<file path="config.mk">
export PLATFORM = sky130hd
export DESIGN_NAME = snn_spike_decoder
export DESIGN_NICKNAME = d
export VERILOG_FILES = /design/src/rtl/snn_spike_decoder.sv
export SDC_FILE = /design/constraint.sdc
export NUM_CORES = 1
export LEC_CHECK = 0
export ABC_AREA = 1
export CAP_MARGIN = 10
export CORE_MARGIN = 1
export CORE_UTILIZATION = 40
export CTS_CLUSTER_DIAMETER = 80
export DETAILED_ROUTE_END_ITERATION = 7
export PLACE_DENSITY_LB_ADDON = 0.1
export SLEW_MARGIN = 20
export SYNTH_ARGS = -nofsm -noshare
export SYNTH_HDL_FRONTEND = slang
export SYNTH_SLANG_ARGS = --single-unit
export TNS_END_PERCENT = 1
</file>
<file path="constraint.sdc">
create_clock -name clk -period 7.45 [get_ports clk]
set_clock_uncertainty 0.05 [all_clocks]
set_input_delay 1.49 -clock clk [delete_from_list [all_inputs] [get_ports clk]]
set_output_delay 1.49 -clock clk [all_outputs]
set_load 0.005 [all_outputs]
</file>
<file path="src/rtl/snn_spike_decoder.sv">
// Output-layer readout: counts per-digit spikes over a fixed window, then scans
// the counters one index per cycle for the winning digit and offers it on valid/ready.
module snn_spike_decoder #(
  parameter int OUTPUT_SIZE   = 10,
  parameter int WINDOW_CYCLES = 100,
  parameter int CNT_WIDTH     = 8,
  parameter int IDX_WIDTH     = $clog2(OUTPUT_SIZE)
) (
  input  logic                   clk,
  input  logic                   rst,
  input  logic                   start,
  input  logic [OUTPUT_SIZE-1:0] digit_spikes,
  output logic                   busy,
  output logic                   result_valid,
  input  logic                   result_ready,
  output logic [IDX_WIDTH-1:0]   result_digit,
  output logic [CNT_WIDTH-1:0]   result_count,
  output logic                   result_tie,
  output logic                   result_none,
  output logic                   result_sat
);

  localparam int WIN_WIDTH = (WINDOW_CYCLES > 1) ? $clog2(WINDOW_CYCLES) : 1;
  localparam logic [WIN_WIDTH-1:0] WIN_LAST = WIN_WIDTH'(WINDOW_CYCLES - 1);
  localparam logic [IDX_WIDTH-1:0] IDX_LAST = IDX_WIDTH'(OUTPUT_SIZE - 1);
  localparam logic [CNT_WIDTH-1:0] CNT_MAX  = '1;

  typedef enum logic [1:0] {
    S_IDLE,
    S_ACCUM,
    S_ARGMAX,
    S_HOLD
  } state_t;

  state_t                state_q, state_d;
  logic [CNT_WIDTH-1:0]  cnt_q [OUTPUT_SIZE];
  logic [CNT_WIDTH-1:0]  cnt_d [OUTPUT_SIZE];
  logic [WIN_WIDTH-1:0]  win_q, win_d;
  logic                  sat_q, sat_d;
  logic [IDX_WIDTH-1:0]  scan_idx_q, scan_idx_d;
  logic [CNT_WIDTH-1:0]  max_q, max_d;
  logic [IDX_WIDTH-1:0]  best_q, best_d;
  logic                  tie_q, tie_d;
  logic                  busy_q, busy_d;
  logic                  valid_q, valid_d;
  logic [IDX_WIDTH-1:0]  res_digit_q, res_digit_d;
  logic [CNT_WIDTH-1:0]  res_count_q, res_count_d;
  logic                  res_tie_q, res_tie_d;
  logic                  res_none_q, res_none_d;
  logic                  res_sat_q, res_sat_d;

  logic [CNT_WIDTH-1:0]  cur_cnt;
  logic [CNT_WIDTH-1:0]  cand_max;
  logic [IDX_WIDTH-1:0]  cand_best;
  logic                  cand_tie;

  always_comb begin
    state_d     = state_q;
    cnt_d       = cnt_q;
    win_d       = win_q;
    sat_d       = sat_q;
    scan_idx_d  = scan_idx_q;
    max_d       = max_q;
    best_d      = best_q;
    tie_d       = tie_q;
    res_digit_d = res_digit_q;
    res_count_d = res_count_q;
    res_tie_d   = res_tie_q;
    res_none_d  = res_none_q;
    res_sat_d   = res_sat_q;

    // Strict greater-than keeps the lowest index on equal counts.
    cur_cnt   = cnt_q[scan_idx_q];
    cand_max  = max_q;
    cand_best = best_q;
    cand_tie  = tie_q;
    if (cur_cnt > max_q) begin
      cand_max  = cur_cnt;
      cand_best = scan_idx_q;
      cand_tie  = 1'b0;
    end else if ((cur_cnt == max_q) && (scan_idx_q != '0)) begin
      cand_tie = 1'b1;
    end

    case (state_q)
      S_IDLE: begin
        if (start) begin
          for (int i = 0; i < OUTPUT_SIZE; i++) cnt_d[i] = '0;
          win_d      = '0;
          sat_d      = 1'b0;
          scan_idx_d = '0;
          max_d      = '0;
          best_d     = '0;
          tie_d      = 1'b0;
          state_d    = S_ACCUM;
        end
      end
      S_ACCUM: begin
        for (int i = 0; i < OUTPUT_SIZE; i++) begin
          if (digit_spikes[i]) begin
            if (cnt_q[i] == CNT_MAX) sat_d = 1'b1;
            else cnt_d[i] = cnt_q[i] + CNT_WIDTH'(1);
          end
        end
        if (win_q == WIN_LAST) state_d = S_ARGMAX;
        else win_d = win_q + WIN_WIDTH'(1);
      end
      S_ARGMAX: begin
        max_d  = cand_max;
        best_d = cand_best;
        tie_d  = cand_tie;
        if (scan_idx_q == IDX_LAST) begin
          res_none_d  = (cand_max == '0);
          res_digit_d = res_none_d ? '0 : cand_best;
          res_count_d = cand_max;
          res_tie_d   = cand_tie && !res_none_d;
          res_sat_d   = sat_q;
          state_d     = S_HOLD;
        end else begin
          scan_idx_d = scan_idx_q + IDX_WIDTH'(1);
        end
      end
      S_HOLD: begin
        if (result_ready) state_d = S_IDLE;
      end
      default: state_d = S_IDLE;
    endcase

    busy_d  = (state_d != S_IDLE);
    valid_d = (state_d == S_HOLD);
  end

  always_ff @(posedge clk) begin
    if (rst) begin
      state_q     <= S_IDLE;
      cnt_q       <= '{default: '0};
      win_q       <= '0;
      sat_q       <= 1'b0;
      scan_idx_q  <= '0;
      max_q       <= '0;
      best_q      <= '0;
      tie_q       <= 1'b0;
      busy_q      <= 1'b0;
      valid_q     <= 1'b0;
      res_digit_q <= '0;
      res_count_q <= '0;
      res_tie_q   <= 1'b0;
      res_none_q  <= 1'b0;
      res_sat_q   <= 1'b0;
    end else begin
      state_q     <= state_d;
      cnt_q       <= cnt_d;
      win_q       <= win_d;
      sat_q       <= sat_d;
      scan_idx_q  <= scan_idx_d;
      max_q       <= max_d;
      best_q      <= best_d;
      tie_q       <= tie_d;
      busy_q      <= busy_d;
      valid_q     <= valid_d;
      res_digit_q <= res_digit_d;
      res_count_q <= res_count_d;
      res_tie_q   <= res_tie_d;
      res_none_q  <= res_none_d;
      res_sat_q   <= res_sat_d;
    end
  end

  assign busy         = busy_q;
  assign result_valid = valid_q;
  assign result_digit = res_digit_q;
  assign result_count = res_count_q;
  assign result_tie   = res_tie_q;
  assign result_none  = res_none_q;
  assign result_sat   = res_sat_q;

endmodule
</file>
==> flow_summary.json <==
{
  "outcome": "finished, final reports clean",
  "ir_drop_uv": 165,
  "finalWirelength_um": 18200,
  "grt_pass1_vias": 5921,
  "post_route_cells_drive_above_1_share_pct": 9.57,
  "ctsResizeCount": 0,
  "synth.area.top_cells": "sky130_fd_sc_hd__dfxtp_1 35%, sky130_fd_sc_hd__nand2_1 13%, sky130_fd_sc_hd__inv_1 7.2%",
  "crit_fanout": 28,
  "synth_ff_type": "sky130_fd_sc_hd__dfxtp_1",
  "clkSinkCount": 124,
  "dieWidth_um": 135,
  "number_of_port_buffers": 30,
  "critical_path.endpoint_type": "flip-flop",
  "static-leakage-power_nw": 3.17,
  "postSynthCellCount": 1022,
  "cts_tree": "yes",
  "synth_cell_types": 42,
  "num-fill-cells": 1824,
  "maximum_number_of_pins_on_one_net_before_global_route_repair": 49,
  "synthesis.yosys.warnings": 0,
  "grt.overflow.total": 0,
  "drt_drc_violations_left": 0,
  "fp.coreArea_um2": 17300,
  "final_period_minus_worst_setup_slack_ns": 4.27,
  "vias": 6404,
  "worst_hold_path_type": "flip-flop to flip-flop",
  "yosysSeqAreaShare_pct": 35.0,
  "dieArea_um2": 18200,
  "max_slew.worst_pin.slew_ns": 1.06,
  "drv.max_cap_violation_count": 0,
  "critPathArrivalTime_ns": 4.51,
  "fin_tns_setup_ns": 0,
  "cts_post_setup_buffers_inserted": 0,
  "power.density_nw_per_um2": 220,
  "average_instance_area_after_synthesis_um2": 6.93,
  "clock_insertion_delay_at_the_later_pin_of_the_skew_report_ns": 0.42,
  "timing.setup.critical_path_class": "flip-flop to flip-flop",
  "gp_congestion": 0.797,
  "flow.area_growth_from_synthesis_pct": 14.9,
  "place_hpwl_um": 13100,
  "diodes": 0,
  "antenna_violations_before_repair": 0,
  "track_usage_pct": 21.3,
  "cts-root-to-sink-buffers": 2,
  "h_tree_depth_reported_by_cts": 4,
  "syn_area_um2": 7080,
  "final_max_slew_violation_count": 0,
  "grt_pass1_wl_um": 30000,
  "relSlewSlack_pct": 29.3,
  "clock-root-buffer": "sky130_fd_sc_hd__clkbuf_16",
  "core.rowCount": 48,
  "cp.required_ns": 7.69,
  "fmax_mhz": 234,
  "wl_per_cell_um": 14.2,
  "tritoncts.num_buffers": 17,
  "antenna_left": 0,
  "design.final.nets": 1079,
  "fin_crit_sh_pct": 57.3,
  "post_drt_via_cell_ratio": 5.00,
  "yosys_register_bits": 124,
  "synth_largest_area_cell": "sky130_fd_sc_hd__dfxtp_1",
  "initial_utilization_pct": 41.0,
  "synthArstFlopShare_pct": 0,
  "drt-pass1-iter-count": 7,
  "setup_viol": 0,
  "cts_hold_repair.buffers": 0,
  "path_clk_slew_ns": 0.06,
  "rsz0062_at_grt": "false",
  "die_y_um": 135,
  "number_of_enable_flip_flop_cells_after_synthesis": 0,
  "timing.final.hold_violations": 0,
  "io_pins": 31,
  "share_of_yosys_cell_area_claimed_by_the_top_area_cell_type_pct": 35.0,
  "dr.first_iter.drc_count": 333,
  "postSynthNetCount": 1058,
  "holdWs_ns": 0.410,
  "setup.worst_path.start_class": "flip-flop",
  "reg2reg_setup_slack_ns": 3.18
}
-- placed cells by master, fill, tap and decap left out, drive strengths merged --
master	count
ha	22
o211a	1
o211ai	10
buf	5
nor3	49
inv	151
clkinv	6
a21boi	1
clkbuf	21
xor2	14
dfxtp	124
a211o	1
and3	3
a21o	1
a31oi	8
bufinv	2
nand3	75
nor3b	8
nand2	252
nand4	12
a211oi	20
clkdlybuf4s50	29
or2	1
o21ai	52
nor4	2
o22ai	8
nor2	79
clkinvlp	3
a21oi	95
-- flip-flops by register name, indices dropped and copies added (netlist names) --
name          count
result_count      8
result_none       1
busy              1
result_tie        1
win_q             7
best_q            4
tie_q             1
sat_q             1
result_valid      1
result_digit      4
result_sat        1
cnt_q            80
state_q           2
scan_idx_q        4
max_q             8
-- layout make-up --
cell class	instances	area (µm²)	share of cell area (%)
clock buffers	21	480	5.90
flip-flops and latches	124	2480	30.5
repair buffers	34	325	4.00
inverters	152	596	7.32
multi-input cells	714	3860	47.4
clock inverters	10	115	1.41
well taps	225	282	3.46
-- per-stage QoR --
stage                     worst slack [ns]  total power, W  cell area [µm²]  utilization, %  cells
final                                 3.18         0.00179             8140            47.1   1280
after CTS                             3.22         0.00181             8140            47.1   1280
after global placement                3.29        0.000978             7540            43.6   1249
after detailed placement              3.24        0.000977             7540            43.6   1249
after floorplan                       4.51        0.000905             7080               -   1022
after global routing                  2.69         0.00188             8140            47.1   1280
-- synthesized netlist by cell type (2+ instances only) --
cell / instances
sky130_fd_sc_hd__nand2_1: 240
sky130_fd_sc_hd__inv_1: 135
sky130_fd_sc_hd__dfxtp_1: 124
sky130_fd_sc_hd__a21oi_1: 95
sky130_fd_sc_hd__nand3_1: 70
sky130_fd_sc_hd__nor2_1: 70
sky130_fd_sc_hd__nor3_1: 49
sky130_fd_sc_hd__o21ai_0: 34
sky130_fd_sc_hd__ha_1: 22
sky130_fd_sc_hd__a211oi_1: 20
sky130_fd_sc_hd__buf_2: 14
sky130_fd_sc_hd__xor2_1: 14
sky130_fd_sc_hd__clkbuf_1: 12
sky130_fd_sc_hd__nand4_1: 12
sky130_fd_sc_hd__o21ai_1: 12
sky130_fd_sc_hd__o211ai_1: 10
sky130_fd_sc_hd__inv_2: 8
sky130_fd_sc_hd__inv_4: 8
sky130_fd_sc_hd__nor3b_2: 8
sky130_fd_sc_hd__o22ai_1: 8
sky130_fd_sc_hd__a31oi_4: 7
sky130_fd_sc_hd__nand2_2: 6
sky130_fd_sc_hd__nor2_2: 6
sky130_fd_sc_hd__nand2_4: 5
sky130_fd_sc_hd__o21ai_2: 5
sky130_fd_sc_hd__buf_1: 4
sky130_fd_sc_hd__nand3_2: 4
sky130_fd_sc_hd__and3_1: 3
sky130_fd_sc_hd__buf_4: 2
sky130_fd_sc_hd__nor2_8: 2
sky130_fd_sc_hd__nor4_1: 2
-- routing by layer --
| metal | vias to the layer above | track usage, % | part of all wire (%) |
|---|---|---|---|
| met2 | 94 | 33.2 | 44 |
| met3 | 25 | 4.28 | 3.8 |
| met4 | 0 | 7.80 | 1.7 |
| met1 | 2869 | 29.0 | 51 |
| li1 | 3416 | - | - |
| met5 | - | 0 | 0 |
-- kinds of logic (layout without fill, tap and decap cells) --
logic type	count (synthesis)	after routing	share of synthesized area (%)
compound gates	197	197	17.4
xor+xnor	14	14	1.73
fa+ha+maj	22	22	3.89
buf+inv	184	217	10.5
flops	124	124	35.0
simple gates	481	481	31.5
-- worst max-delay path, stage by stage, from the launching register on --
cell and delay (ns):
sky130_fd_sc_hd__dfxtp_1 1.02, sky130_fd_sc_hd__inv_2 0.46, sky130_fd_sc_hd__nand3_1 0.21, sky130_fd_sc_hd__nand2_1 0.09, sky130_fd_sc_hd__nand2_1 0.07, sky130_fd_sc_hd__nand2_1 0.04
sky130_fd_sc_hd__nor2_1 0.19, sky130_fd_sc_hd__inv_1 0.07, sky130_fd_sc_hd__ha_1 0.29, sky130_fd_sc_hd__nand2_1 0.05, sky130_fd_sc_hd__nor2_1 0.13, sky130_fd_sc_hd__nand4_1 0.14
sky130_fd_sc_hd__nand2_1 0.46, sky130_fd_sc_hd__nand2_1 0.15, sky130_fd_sc_hd__nand2_1 0.14, sky130_fd_sc_hd__nand2_1 0.06, sky130_fd_sc_hd__nor2_1 0.13, sky130_fd_sc_hd__nand2_1 0.18
sky130_fd_sc_hd__nand2_1 0.11, sky130_fd_sc_hd__a21oi_1 0.06
-- final timing paths --
path                                                  from                            to  depth (start not counted)
worst min-delay path                    sat_q$_SDFFE_PP0P_            sat_q$_SDFFE_PP0P_                          2
worst max-delay path            scan_idx_q[1]$_SDFFE_PP0P_  result_digit[3]$_SDFFE_PP0P_                         19
worst max register to register  scan_idx_q[1]$_SDFFE_PP0P_  result_digit[3]$_SDFFE_PP0P_                         19
worst min register to register          sat_q$_SDFFE_PP0P_            sat_q$_SDFFE_PP0P_                          2
-- report_power, final --
| group | total, W | switching [W] | internal (W) |
|---|---|---|---|
| sequential | 0.000688 | 0.0000110 | 0.000677 |
| combinational | 0.000276 | 0.000195 | 0.0000810 |
| clock | 0.000829 | 0.000305 | 0.000525 |
| total | 0.00179 | 0.000510 | 0.00128 |
Note: power is estimated with default switching activity, not from simulation.
